<file path="src/rtl/riscv_core_ldalign.sv">
// Load-data aligner: merges one or two aligned cache beats, shifts the
// addressed bytes down and sign/zero-extends them for writeback.
module riscv_core_ldalign #(
  parameter int XLEN        = 64,
  parameter int MISALIGN_EN = 1,
  parameter int OFFW        = $clog2(XLEN/8)
) (
  input  logic            i_ldalign_clk,
  input  logic            i_ldalign_rst_n,
  input  logic            i_ldalign_req_valid,
  output logic            o_ldalign_req_ready,
  input  logic [OFFW-1:0] i_ldalign_req_offset,
  input  logic [1:0]      i_ldalign_req_size,
  input  logic            i_ldalign_req_su_extend,
  input  logic            i_ldalign_beat_valid,
  output logic            o_ldalign_beat_ready,
  input  logic [XLEN-1:0] i_ldalign_beat_data,
  input  logic            i_ldalign_beat_err,
  output logic            o_ldalign_split,
  output logic            o_ldalign_rsp_valid,
  input  logic            i_ldalign_rsp_ready,
  output logic [XLEN-1:0] o_ldalign_rsp_data,
  output logic            o_ldalign_rsp_err
);

  localparam int NB = XLEN / 8;

  typedef enum logic [1:0] {
    IDLE, BEAT0, BEAT1, RESP
  } state_t;

  state_t r_state, w_next;

  logic [OFFW-1:0] r_off;
  logic [1:0]      r_size;
  logic            r_su;
  logic            r_split;
  logic            r_err;
  logic [XLEN-1:0] r_lo;
  logic [XLEN-1:0] r_rsp_data;
  logic            r_rsp_err;

  logic            w_req_hs;
  logic            w_beat_hs;
  logic            w_rsp_hs;
  logic            w_last;
  logic [3:0]      w_req_nb;
  logic [OFFW+4:0] w_req_end;
  logic            w_cross;
  logic            w_misal;
  logic            w_bad;

  logic [XLEN-1:0]   w_lo;
  logic [XLEN-1:0]   w_hi;
  logic [2*XLEN-1:0] w_cat;
  logic [XLEN-1:0]   w_shf;
  logic [7:0]        w_nbits;
  logic [XLEN-1:0]   w_mask;
  logic              w_sbit;
  logic [XLEN-1:0]   w_ext;
  logic              w_err;

  assign w_req_hs  = i_ldalign_req_valid && (r_state == IDLE);
  assign w_beat_hs = i_ldalign_beat_valid && o_ldalign_beat_ready;
  assign w_rsp_hs  = i_ldalign_rsp_ready && (r_state == RESP);

  assign w_req_nb  = 4'd1 << i_ldalign_req_size;
  assign w_req_end = (OFFW+5)'(i_ldalign_req_offset)
                   + (OFFW+5)'(w_req_nb);
  assign w_cross   = w_req_end > (OFFW+5)'(NB);
  assign w_misal   = |(i_ldalign_req_offset & OFFW'(w_req_nb - 4'd1));
  assign w_bad     = ((i_ldalign_req_size == 2'b11) && (XLEN == 32))
                  || ((MISALIGN_EN == 0) && w_misal);

  // Second beat supplies the upper half of the window; beat0 is held in r_lo.
  assign w_lo    = (r_state == BEAT1) ? r_lo : i_ldalign_beat_data;
  assign w_hi    = (r_state == BEAT1) ? i_ldalign_beat_data : '0;
  assign w_cat   = {w_hi, w_lo};
  assign w_shf   = XLEN'(w_cat >> {r_off, 3'b000});
  assign w_nbits = 8'd8 << r_size;
  assign w_mask  = ~({XLEN{1'b1}} << w_nbits);
  assign w_err   = r_err | i_ldalign_beat_err;
  assign w_last  = w_beat_hs && ((r_state == BEAT1) || !r_split);

  always_comb begin
    w_sbit = 1'b0;
    unique case (r_size)
      2'b00:   w_sbit = w_shf[7];
      2'b01:   w_sbit = w_shf[15];
      2'b10:   w_sbit = w_shf[31];
      default: w_sbit = 1'b0;
    endcase
  end

  assign w_ext = (w_shf & w_mask)
               | ({XLEN{w_sbit & ~r_su}} & ~w_mask);

  always_comb begin
    w_next = r_state;
    unique case (r_state)
      IDLE:  if (i_ldalign_req_valid) w_next = w_bad ? RESP : BEAT0;
      BEAT0: if (i_ldalign_beat_valid) w_next = r_split ? BEAT1 : RESP;
      BEAT1: if (i_ldalign_beat_valid) w_next = RESP;
      RESP:  if (i_ldalign_rsp_ready) w_next = IDLE;
      default: w_next = IDLE;
    endcase
  end

  always_ff @(posedge i_ldalign_clk or negedge i_ldalign_rst_n) begin
    if (!i_ldalign_rst_n) r_state <= IDLE;
    else                  r_state <= w_next;
  end

  always_ff @(posedge i_ldalign_clk or negedge i_ldalign_rst_n) begin
    if (!i_ldalign_rst_n) begin
      r_off      <= '0;
      r_size     <= '0;
      r_su       <= 1'b0;
      r_split    <= 1'b0;
      r_err      <= 1'b0;
      r_lo       <= '0;
      r_rsp_data <= '0;
      r_rsp_err  <= 1'b0;
    end else begin
      if (w_req_hs) begin
        r_off   <= i_ldalign_req_offset;
        r_size  <= i_ldalign_req_size;
        r_su    <= i_ldalign_req_su_extend;
        r_split <= (MISALIGN_EN != 0) && w_cross && !w_bad;
        if (w_bad) begin
          r_rsp_err  <= 1'b1;
          r_rsp_data <= '0;
        end
      end
      if (w_beat_hs) begin
        r_err <= w_err;
        if (r_state == BEAT0) r_lo <= i_ldalign_beat_data;
      end
      if (w_last) begin
        r_rsp_err  <= w_err;
        r_rsp_data <= w_err ? '0 : w_ext;
      end
      if (w_rsp_hs) begin
        r_split    <= 1'b0;
        r_err      <= 1'b0;
        r_rsp_err  <= 1'b0;
        r_rsp_data <= '0;
      end
    end
  end

  assign o_ldalign_req_ready  = (r_state == IDLE);
  assign o_ldalign_beat_ready = (r_state == BEAT0) || (r_state == BEAT1);
  assign o_ldalign_split      = r_split;
  assign o_ldalign_rsp_valid  = (r_state == RESP);
  assign o_ldalign_rsp_data   = r_rsp_data;
  assign o_ldalign_rsp_err    = r_rsp_err;

endmodule

</file>
<file path="config.mk">
export PLATFORM = sky130hd
export DESIGN_NAME = riscv_core_ldalign
export DESIGN_NICKNAME = d
export VERILOG_FILES = /design/src/rtl/riscv_core_ldalign.sv
export SDC_FILE = /design/constraint.sdc
export NUM_CORES = 1
export LEC_CHECK = 0
export BUFFER_PORTS_ARGS = -buffer_cell sky130_fd_sc_hd__buf_2
export CORE_AREA = 2 2 122 171
export CTS_CLUSTER_SIZE = 8
export DETAILED_ROUTE_END_ITERATION = 8
export DIE_AREA = 0 0 124 173
export PLACE_DENSITY = 0.77
export SLEW_MARGIN = 5
export SYNTH_ARGS = -nofsm -noshare
export SYNTH_HDL_FRONTEND = slang
export SYNTH_SLANG_ARGS = --single-unit
</file>
<file path="constraint.sdc">
create_clock -name i_ldalign_clk -period 4.9 [get_ports i_ldalign_clk]
set_input_delay 0.49 -clock i_ldalign_clk [delete_from_list [all_inputs] [get_ports i_ldalign_clk]]
set_output_delay 0.49 -clock i_ldalign_clk [all_outputs]
set_load 0.005 [all_outputs]
</file>
After elaboration in Yosys (flattened, before gate mapping):

Cells that the tools add are included.

* bits in registers: 139
* output and inout port bits: 69

* $add $sub $neg: 1
* $lt $le $gt $ge: 1
* equality and inequality tests: 9
* shift operators: 4
* muxes and demuxes: 18
* bitwise logic cells: 8
* reduce and logical (&&, ||, !) cells: 14

Operators with widths (count)
* two-way mux 64 bit: 5
* bitwise AND 64 bit: 2
* NOT 64 bit: 2
* right shift 128 x 6 -> 64 bit: 1
* OR 64 bit: 1
* left shift 64 x 8 -> 64 bit (first input constant): 1
* two-way mux 2 bit: 4
* case mux 2 bit (4 select lines): 1
* left shift 4 x 2 -> 8 bit (first input constant): 1
* two-way mux 1 bit: 7
* == test 2 bit (second input constant): 3
* != test 2 bit (second input constant): 3
* nonzero test 2 bit: 3
* adder 3 x 4 -> 5 bit: 1
* greater-than comparator 5 x 4 -> 1 bit (second input constant): 1
* == test 2 x 1 -> 1 bit (second input constant): 2
* logical AND 1 bit: 4
* logical NOT 2 bit: 2
* AND reduction 4 bit: 1
* left shift 1 x 2 -> 4 bit (first input constant): 1
* case mux 1 bit (3 select lines): 1
* logical OR 1 bit: 2
* != test 2 x 1 -> 1 bit (second input constant): 1
* AND reduction 2 bit: 1
* other kinds (4): 4

Depth between registers and ports, before layout:

Gate-level depths: netlist of run 1.

* word-level depth: 10
* depth in mapped cells: 11
* mapped depth without buffers: 9

Worst setup path after synthesis of run 1:

Ideal clock, no wire load.

* kind: register -> register
* start point: register r_state[0]
* end point: register r_rsp_data[48], in the netlist o_ldalign_rsp_data[48]
* library setup time: 0.141 ns
* data arrival time: 2.329 ns
* required time: 4.759 ns
* setup slack: 2.431 ns
* stages on the path, launching flop included: 10
* buffers on the path: 2
* cell sequence: dfrtp_1 inv_1 ha_1 buf_6 mux4_2 a22oi_2 nor2_1 o41ai_4 buf_6 o311ai_1

* word-level cells in the longest chain between the ends: 10
* elaborated cells on any way between the ends: 20
* classes of those cells: eq/ne: 3; shift: 1; mux: 6; bitwise: 4; reduce/logical: 6

Ends and longest elaborated chain
* from (decl): RTL line 32 `state_t r_state, w_next;`
* from (signal assigned): RTL line 111 `else r_state <= w_next;`
* == test 2 bit
* two-way mux 64 bit (on tied branches): RTL line 76, 77
* right shift 128 x 6 -> 64 bit: RTL line 79 `assign w_shf = XLEN'(w_cat >> {r_off, 3'b000});`
* case mux 1 bit (3 select lines): RTL line 87 `unique case (r_size)`
* bitwise AND 1 bit: RTL line 96 `| ({XLEN{w_sbit & ~r_su}} & ~w_mask);`
* bitwise AND 64 bit: RTL line 96
* OR 64 bit: RTL line 96
* two-way mux 64 bit: RTL line 141 `r_rsp_data <= w_err ? '0 : w_ext;`
* two-way mux 64 bit: RTL line 139 `if (w_last) begin`
* two-way mux 64 bit: RTL line 143 `if (w_rsp_hs) begin`
* to (signal assigned): RTL line 141
* to (decl): RTL line 40 `logic [XLEN-1:0] r_rsp_data;`

Parallel ways exist; a longest one is shown, timed or not. The select of a mux whose other input is x is not followed.
A chain may end at the register's enable or synchronous reset.

Worst setup path in the final report of run 1:

* start point: register r_off[0]
* end point: register r_rsp_data[58], in the netlist o_ldalign_rsp_data[58]

* word-level cells in the longest chain between the ends: 8
* elaborated cells on any way between the ends: 9
* classes of those cells: shift: 1; mux: 4; bitwise: 4

Ends and longest elaborated chain
* from (decl): RTL line 34 `logic [OFFW-1:0] r_off;`
* from (signal assigned): RTL line 126 `r_off <= i_ldalign_req_offset;`
* right shift 128 x 6 -> 64 bit *: RTL line 79
* case mux 1 bit (3 select lines): RTL line 87
* bitwise AND 1 bit: RTL line 96
* bitwise AND 64 bit: RTL line 96
* OR 64 bit *: RTL line 96
* two-way mux 64 bit *: RTL line 141
* two-way mux 64 bit *: RTL line 139
* two-way mux 64 bit *: RTL line 143

Every way passes the cells marked *; elsewhere a longest branch is shown, timed or not. The select of a mux whose other input is x is not followed.

==> impl_metrics.ini, run 1 <==
[synth]
yosys-top-cells-area = dfrtp_1, mux2_2, mux4_2, mux2i_1, nand2_1
synth_nets = 1030
ys_seq_area_frac = 0.3566
synth_edf_count = 0
async_flop_share = 1.000
synth.cell_area_um2 = 9754
yosysWarnings = 0
avgSynthCellArea_um2 = 10.32
synth_flop_cell = dfrtp_1
yosys.area.top_type = dfrtp_1
ys_ff_latch = 139
synth.distinct_cells = 64
synth_cells = 945
synth_top_area_frac = 0.3566

[worst_setup_path]
max_stage_delay_ns = 0.80
start_kind = flop
r2r_setup_slack_ns = 1.62
critPathKind = reg -> reg
crit_slowest_cell = inv_2
setup.worst_path.end_class = flop
path_max_fanout = 60
cp.required_ns = 5.21
worst_r2r_path_depth = 6
cp_top_family = buffers and inverters
worst-path-buf-inv = 2
r2r-start = r_off[0]$_DFFE_PN0P_
worstSetupStartpoint = r_off[0]$_DFFE_PN0P_
cp.arrival_ns = 3.59
r2r-end = o_ldalign_rsp_data[58]$_DFFE_PN0P_
crit_chain = inv_2 -> mux4_2 -> o22ai_1 -> a21oi_2 -> buf_4 -> o311ai_0

[timing]
rsz0062_at_grt = false
relSlewSlack = 0.3883
hold_viol_final = 0
post-route-min-period_ns = 3.278
clock.fmax_mhz = 305.1
period_share = 0.6689
drv_slew = 0
clock_skew_ns = 0.007569
tightest_slew_ns = 0.9175
tns_ns = 0
setup-violations-final = 0

[grt]
use_met3 = 0.04947
grt_start_max_net_pins = 101
grt-ovfl-total = 0
grt_pass1_wl_um = 44780
top_usage_layer = met2
grt_usage = 0.2708
use_met2 = 0.4034
antenna_found_initial = 0
grt_pass1_vias = 8027
met1_usage = 0.3943

[clocking]
clkLatencyLatePin_ns = 0.43
htree_levels = 4
cts_sinks = 139
path_clk_slew_ns = 0.06
cts_setup_buffers = 0
clockBufferDepth = 2
ctsResizeCount = 0
ctsHoldBuffers = 0
numCtsBuffers = 17
cts_tree = yes
root_buffer = clkbuf_16

[run]
cap_violations = 0

[placement]
gp_congestion = 0.9512
numPortBuffers = 144
hpwl_um = 20690

[layout]
regArea_um2 = 3483
multiInputGateArea_um2 = 5814
area.growth.synth_to_final_pct = 14.05
drive_above_1_share = 0.3495
postLayoutCoreUtil = 0.5606
num-nets-final = 1122
nFillCells = 1731
n_antenna_cell = 0

[pwr]
p_per_area_nw_per_um2 = 701.4
power_switching_uw = 3434
p_int_uw = 4368
vdd_drop_max_mv = 0.3129
p_comb_frac = 0.562
p_seq_frac = 0.273
switching_share = 0.4401
power.leakage_uw = 0.004858
power_frac_clock = 0.165

[floorplanning]
die_h_um = 173
initial_utilization = 0.4916
core-area_um2 = 19840
pin_count = 145
rows = 61
dieArea_um2 = 21450
die_w_um = 124

[detailed_routing]
routedWlPerCell_um = 21.85
drt_iter0_markers = 1134
viasPerCell = 6.429
drtAntennaViolNets = 0
first_pass_iters = 6
drc_errors = 0
wl_um = 28450
num_vias = 8370

[outcome]
status = finished clean

[min_path]
worst_hold_path_type = in -> async
==> state kept, by name, indices dropped and copies added, names as in the netlist <==
signal,cells
o_ldalign_rsp_data,64
o_ldalign_rsp_err,1
o_ldalign_split,1
r_err,1
r_lo,64
r_off,3
r_size,2
r_state,2
r_su,1
==> cell families (layout without fill, tap and decap cells) <==
kind of cell / Yosys count / after routing / synth area share
AOI/OAI and AO/OA: 243 / 243 / 0.1814
xor gates and xnor gates: 1 / 1 / 0.0008981
adders and majority gates: 9 / 9 / 0.01231
buffers and inverters: 102 / 207 / 0.05041
DFF: 139 / 139 / 0.3566
muxes: 219 / 219 / 0.2953
and+or+nand+nor: 232 / 232 / 0.1031
==> Yosys cell counts, drive strengths merged, types with 3 or more instances <==
cell type    n
dfrtp      139
nand2      135
mux2       117
mux2i       59
clkbuf      49
o21ai       49
mux4        43
a21oi       41
buf         40
nand3       40
o311ai      34
nor2        26
a211oi      22
o211ai      19
a32o        15
inv         12
a211o       11
and3         9
o31ai        9
ha           8
o221ai       8
o22ai        8
nand2b       7
a21boi       5
and2         4
nor2b        4
a221oi       3
==> placed cells by master, fill, tap and decap left out, types with 15 or more instances in the layout <==
cell type  Yosys  final
buf_2         15    143
dfrtp_1      139    137
nand2_1      135    134
mux2_2       116    116
mux2i_1       59     59
mux4_2        43     43
nand3_1       40     40
o21ai_0       40     40
a21oi_1       41     39
o311ai_1      31     31
nor2_1        26     26
a211oi_1      22     22
o211ai_1      19     19
clkbuf_16      0     17
buf_4         14     17
a32o_1        15     15
==> worst max path at each step <==
stage                                    endpoint  slack (ns)  cells after the start
2_1_floorplan  o_ldalign_rsp_data[48]$_DFFE_PN0P_        2.43                      9
3_3_place_gp   o_ldalign_rsp_data[58]$_DFFE_PN0P_        1.74                      6
3_5_place_dp   o_ldalign_rsp_data[58]$_DFFE_PN0P_        1.62                      6
4_1_cts        o_ldalign_rsp_data[58]$_DFFE_PN0P_        1.63                      6
5_1_grt        o_ldalign_rsp_data[58]$_DFFE_PN0P_        1.31                      6
6_report       o_ldalign_rsp_data[58]$_DFFE_PN0P_        1.62                      6
==> per-layer routing <==
layer	up-vias	share of wire
met4	0	0.030
met3	50	0.078
li1	3800	-
met2	433	0.46
met5	-	0
met1	4087	0.43
==> final cells by class <==
cell class | count | share of cell area
Tap cell | 252 | 0.02834
Multi-Input combinational cell | 704 | 0.5227
Clock inverter | 12 | 0.01271
Sequential cell | 139 | 0.3131
Inverter | 13 | 0.004386
Clock buffer | 20 | 0.04015
Timing Repair Buffer | 162 | 0.07862
==> power groups by stage <==
stage | logic, uW | registers (uW) | clock network [uW]
floorplan | 3360 | 1930 | 0
global placement | 4250 | 2120 | 0
detailed placement | 4320 | 2140 | 0
CTS | 4330 | 2120 | 1300
global route | 4740 | 2200 | 1350
finish | 4390 | 2130 | 1280
==> worst reg2reg max path, cell delays in order, from the launching register on <==
cell and delay, ns:
dfrtp_4 0.77, inv_2 0.82, mux4_2 0.64, o22ai_1 0.25
a21oi_2 0.09, buf_4 0.24, o311ai_0 0.36
==> stage by stage <==
step / std cells / setup WS, ns / total power (uW) / instance area (um2) / hold slack (ns)
4_1_cts: 1302 / 1.634 / 7754 / 11120 / 0.1910
5_1_grt: 1302 / 1.311 / 8290 / 11120 / 0.2405
6_report: 1302 / 1.622 / 7802 / 11120 / 0.1368
3_3_place_gp: 1270 / 1.738 / 6371 / 10540 / 0.4603
3_5_place_dp: 1270 / 1.618 / 6459 / 10540 / 0.4635
2_1_floorplan: 945 / 2.431 / 5292 / 9754 / 0.1944
(Power assumes the default switching activity.)
==> run 2, diff against run 1 <==
--- a/config.mk
+++ b/config.mk
@@ -10,7 +10,7 @@
 export CTS_CLUSTER_SIZE = 8
 export DETAILED_ROUTE_END_ITERATION = 8
 export DIE_AREA = 0 0 124 173
-export PLACE_DENSITY = 0.77
+export PLACE_DENSITY = 0.8
 export SLEW_MARGIN = 5
 export SYNTH_ARGS = -nofsm -noshare
 export SYNTH_HDL_FRONTEND = slang
==> constraint.sdc (replaced) <==
create_clock -name i_ldalign_clk -period 2.7 [get_ports i_ldalign_clk]
set_input_delay 0.27 -clock i_ldalign_clk [delete_from_list [all_inputs] [get_ports i_ldalign_clk]]
set_output_delay 0.27 -clock i_ldalign_clk [all_outputs]
set_load 0.005 [all_outputs]
==> run 2 against run 1 <==
Hold slack worse by 0.074 ns. Power up 92%. Clock skew up 0.0019 ns. First-iteration DRC count down 28%. Sequential power up 78%. Critical path depth up 4. Combinational power up 99%. Worst setup slack worse by 1.5 ns. Via count up 3.8%. Maximum frequency up 26%. Routed wire length up 5.5%. Final cell count up 2.2%. Highest routed layer unchanged.
==> impl_metrics.ini, run 2 (same netlist as run 1, synthesis figures left out) <==
[outcome]
status = finished clean

[grt]
grt-ovfl-total = 0
grt_usage = 0.2815
antenna_found_initial = 1
grt_start_max_net_pins = 65
grt_pass1_wl_um = 46380
grt_pass1_vias = 8335

[worst_setup_path]
crit_chain = inv_2 -> ha_4 -> buf_2 -> mux2_2 -> o22ai_2 -> nor4_1 -> o41ai_4 -> buf_4 -> buf_12 -> o311ai_0
max_stage_delay_ns = 0.43
cp.required_ns = 2.99
r2r-end = o_ldalign_rsp_data[58]$_DFFE_PN0P_
setup.worst_path.end_class = flop
worstSetupStartpoint = r_state[0]$_DFFE_PN0P_
worst_r2r_path_depth = 10
crit_slowest_cell = dfrtp_1
path_max_fanout = 16
r2r-start = r_state[0]$_DFFE_PN0P_
start_kind = flop
r2r_setup_slack_ns = 0.1
cp.arrival_ns = 2.89
endpoint = o_ldalign_rsp_data[58]$_DFFE_PN0P_
critPathKind = reg -> reg

[placement]
gp_congestion = 0.9812
hpwl_um = 21840
dpl_cell_area_um2 = 10810
numPortBuffers = 144

[min_path]
worst_hold_path_type = in -> reg

[timing]
hold_viol_final = 0
rsz0062_at_grt = false
period_share = 0.9644
setup-violations-final = 0
relSlewSlack = 0.6032
tightest_slew_ns = 0.5953
tns_ns = 0
post-route-min-period_ns = 2.604
clock_skew_ns = 0.009501
clock.fmax_mhz = 384.1
drv_slew = 0

[layout]
layout_common_cells = buf_2, dfrtp_1, nand2_1, mux2_2, mux2i_1
drive_above_1_share = 0.3695
final_area_um2 = 11560
area.growth.synth_to_final_pct = 18.47
mostFrequentLayoutCell = buf_2
num-nets-final = 1151

[detailed_routing]
drt_iter0_markers = 811
drtAntennaViolNets = 0
first_pass_iters = 7
wl_um = 30020
viasPerCell = 6.532
num_vias = 8687
routedWlPerCell_um = 22.57
drc_errors = 0

[floorplanning]
core-area_um2 = 19840
dieArea_um2 = 21450
die_w_um = 124
rows = 61
initial_utilization = 0.4916
pin_count = 145
die_h_um = 173

[clocking]
cts_sinks = 139
root_buffer = clkbuf_16
cts_tree = yes
numCtsBuffers = 17
clkLatencyLatePin_ns = 0.43
clockBufferDepth = 2
path_clk_slew_ns = 0.06
htree_levels = 4

[run]
cap_violations = 0

[pwr]
p_per_area_nw_per_um2 = 1299
vdd_drop_max_mv = 0.5456
power.leakage_uw = 0.005082
run 2: cell types whose count changed in the layout (fill, tap and decap cells not counted), sizes merged:
cell	change
diode	+1
clkinv	-2
buf	+26
dlygate4sd3	+1
bufinv	+2
inv	-1
clkbuf	+1
run 2: worst min-delay path by stage:
stage / depth (start not counted) / endpoint / slack [ns] / from
5_1_grt: 2 / r_lo[61]$_DFFE_PN0P_ / 0.08 / i_ldalign_beat_data[61]
2_1_floorplan: 0 / o_ldalign_rsp_data[0]$_DFFE_PN0P_ / -0.03 / i_ldalign_rst_n
3_3_place_gp: 1 / r_lo[15]$_DFFE_PN0P_ / 0.28 / i_ldalign_rst_n
3_5_place_dp: 1 / r_lo[56]$_DFFE_PN0P_ / 0.29 / i_ldalign_rst_n
6_report: 3 / r_su$_DFFE_PN0P_ / 0.06 / i_ldalign_req_su_extend
4_1_cts: 3 / r_su$_DFFE_PN0P_ / 0.05 / i_ldalign_req_su_extend
run 2: through the flow:
step / std cells / utilization / setup slack [ns] / total power, uW / hold WS (ns)
after floorplan: 945 / - / 0.2305 / 9605 / -0.02559
after global placement: 1292 / 0.5450 / 0.1440 / 11970 / 0.2814
after detailed placement: 1292 / 0.5450 / 0.09635 / 12190 / 0.2875
after CTS: 1323 / 0.5764 / 0.08264 / 14690 / 0.05489
after global routing: 1330 / 0.5823 / 0.003029 / 15850 / 0.07788
final: 1330 / 0.5823 / 0.09622 / 15010 / 0.06309
run 2: repair_timing:
| item | CTS | global route |
|---|---|---|
| buffers inserted | 0 | 4 |
| gates resized for setup | 0 | 6 |
| endpoints found under the setup margin | 0 | 39 |
| hold endpoints to repair | 60 | 0 |
| hold buffers | 1 | 0 |
run 2: critical path, delay by kind of cell (launching register included):
family                     cells  cell delay [ns]
AOI/OAI and AO/OA              3             0.72
buffers and inverters          4             0.65
DFF                            1             0.43
muxes                          1             0.39
adders and majority gates      1             0.16
and+or+nand+nor                1             0.11
run 2: where the power goes:
part	total (uW)	internal (uW)	switching [uW]
sequential	3790	3030	759
combinational	8750	3960	4800
clock	2460	1560	907
run 2: routing by layer:
metal	track usage	share of wire
met1	0.3920	0.41
met2	0.4125	0.46
met3	0.07388	0.095
met4	0.1227	0.039
met5	0	0
run 2: cell type report:
class | instances | area, um2
diodes | 1 | 2.502
clock buffers | 19 | 442.9
clock inverters | 11 | 171.4
fillers | 1677 | 8288
inverters | 13 | 48.80
multi-input cells | 704 | 5828
flip-flops and latches | 139 | 3483
well taps | 252 | 315.3
repair buffers | 191 | 1264
==> run 3, diff against run 2 <==
--- a/config.mk
+++ b/config.mk
@@ -11,6 +11,7 @@
 export DETAILED_ROUTE_END_ITERATION = 8
 export DIE_AREA = 0 0 124 173
 export PLACE_DENSITY = 0.8
+export RECOVER_POWER = 100
 export SLEW_MARGIN = 5
 export SYNTH_ARGS = -nofsm -noshare
 export SYNTH_HDL_FRONTEND = slang
==> run 3 against run 2 <==
The run now ends with capacitance limit, slew limit left. Sequential power about the same. Sequential share of layout area increased by 0.20 points. Non-clock buffer count unchanged. Power decreased by 0.37%. Critical endpoint unchanged. Highest routed layer unchanged.
==> impl_metrics.ini, run 3 (same netlist as run 1, synthesis figures left out) <==
[outcome]
status = finished with violations
violations = capacitance limit, slew limit

[detailed_routing]
routedWlPerCell_um = 22.65
viasPerCell = 6.507
num_vias = 8654
drtAntennaViolNets = 0
first_pass_iters = 5
wl_um = 30130
drc_errors = 0
drt_iter0_markers = 872

[placement]
gp_congestion = 0.9812
dpl_cell_area_um2 = 10810
hpwl_um = 21840
numPortBuffers = 144

[timing]
tightest_slew_ns = 1.602
hold_viol_final = 0
tns_ns = 0
drv_slew = 62
period_share = 0.9665
setup-violations-final = 0
clock_skew_ns = 0.008316
relSlewSlack = -0.06790
post-route-min-period_ns = 2.610
rsz0062_at_grt = false
clock.fmax_mhz = 383.2

[grt]
grt_usage = 0.2815
met1_usage = 0.3920
antenna_found_initial = 1
use_met3 = 0.07388
grt-ovfl-total = 0
use_met2 = 0.4125
grt_pass1_vias = 8335
top_usage_layer = met2
grt_pass1_wl_um = 46380
grt_start_max_net_pins = 65

[min_path]
holdPathStages = 3
hp-start = i_ldalign_req_su_extend
min_to = r_su$_DFFE_PN0P_
worst_hold_path_type = in -> reg

[layout]
num-nets-final = 1151
area.growth.synth_to_final_pct = 17.68
mostFrequentLayoutCell = dfrtp_1
layout_common_cells = dfrtp_1, nand2_1, mux2_2, buf_2, mux2i_1
drive_above_1_share = 0.3278
postLayoutCoreUtil = 0.5784
final_area_um2 = 11480

[clocking]
htree_levels = 4
root_buffer = clkbuf_16
cts_sinks = 139
numCtsBuffers = 17
clkLatencyLatePin_ns = 0.43
path_clk_slew_ns = 0.06
clockBufferDepth = 2
cts_tree = yes

[worst_setup_path]
r2r-end = o_ldalign_rsp_data[58]$_DFFE_PN0P_
path_max_fanout = 16
worst_r2r_path_depth = 10
worstSetupStartpoint = r_state[0]$_DFFE_PN0P_
setup.worst_path.end_class = flop
cp.arrival_ns = 2.90
critPathKind = reg -> reg
r2r_setup_slack_ns = 0.09
crit_slowest_cell = dfrtp_1
start_kind = flop
r2r-start = r_state[0]$_DFFE_PN0P_
cp.required_ns = 2.99
max_stage_delay_ns = 0.43
crit_chain = inv_2 -> ha_4 -> buf_2 -> mux2_2 -> o22ai_2 -> nor4_1 -> o41ai_4 -> buf_4 -> buf_12 -> o311ai_0

[floorplanning]
die_w_um = 124
core-area_um2 = 19840
rows = 61
dieArea_um2 = 21450
initial_utilization = 0.4916
die_h_um = 173
pin_count = 145

[pwr]
finalPower_uw = 14950
vdd_drop_max_mv = 0.5436
power.leakage_uw = 0.004885
p_per_area_nw_per_um2 = 1302

[run]
cap_violations = 1
[run 3: cell type report]
| type | count | area, um2 |
|---|---|---|
| Clock buffer | 19 | 442.9 |
| Inverter | 13 | 48.80 |
| Sequential cell | 139 | 3483 |
| Multi-Input combinational cell | 704 | 5828 |
| Clock inverter | 11 | 171.4 |
| Timing Repair Buffer | 191 | 1186 |
| Fill cell | 1713 | 8366 |
| Tap cell | 252 | 315.3 |
| Antenna cell | 1 | 2.502 |
[run 3: critical path: cells and delay by family (launching register included)]
family	cells	cell delay (ns)
AO/OA/AOI/OAI	3	0.71
buffers and inverters	4	0.66
flip-flops	1	0.43
multiplexers	1	0.39
adder cells (fa/ha/maj)	1	0.16
AND/OR/NAND/NOR	1	0.11
[run 3: what timing repair did]
action                                  CTS  global route
buffers inserted                          0             4
gates resized for setup                   0             6
hold buffers                              1             0
endpoints found under the setup margin    0            39
hold endpoints to repair                 60             0
[run 3: stage by stage]
step,setup WS [ns],instances,hold WS [ns]
floorplan,0.2305,945,-0.02559
global placement,0.1440,1292,0.2814
detailed placement,0.09635,1292,0.2875
CTS,0.08264,1323,0.05489
global route,0.003029,1330,0.07796
finish,0.09046,1330,0.06036
[run 3: where the power goes]
group | internal, uW | leakage, uW | total, uW | switching, uW
registers | 3030 | 0.00178 | 3800 | 770
logic | 3890 | 0.00281 | 8680 | 4790
clock network | 1560 | 0.000295 | 2470 | 914
[run 3: how the worst max path moves through the flow]
stage,endpoint,slack [ns],depth (start not counted)
final,o_ldalign_rsp_data[58]$_DFFE_PN0P_,0.09,10
after global routing,o_ldalign_rsp_data[58]$_DFFE_PN0P_,0.003,10
after CTS,o_ldalign_rsp_data[58]$_DFFE_PN0P_,0.08,9
after detailed placement,o_ldalign_rsp_data[58]$_DFFE_PN0P_,0.1,9
after global placement,o_ldalign_rsp_data[12]$_DFFE_PN0P_,0.14,8
after floorplan,o_ldalign_rsp_data[48]$_DFFE_PN0P_,0.23,9
[run 3: per-layer routing]
| metal | share of wire | wire (um) |
|---|---|---|
| met1 | 0.41 | 12410 |
| met4 | 0.039 | 1175 |
| met5 | 0 | 0 |
| met3 | 0.092 | 2778 |
| met2 | 0.46 | 13770 |
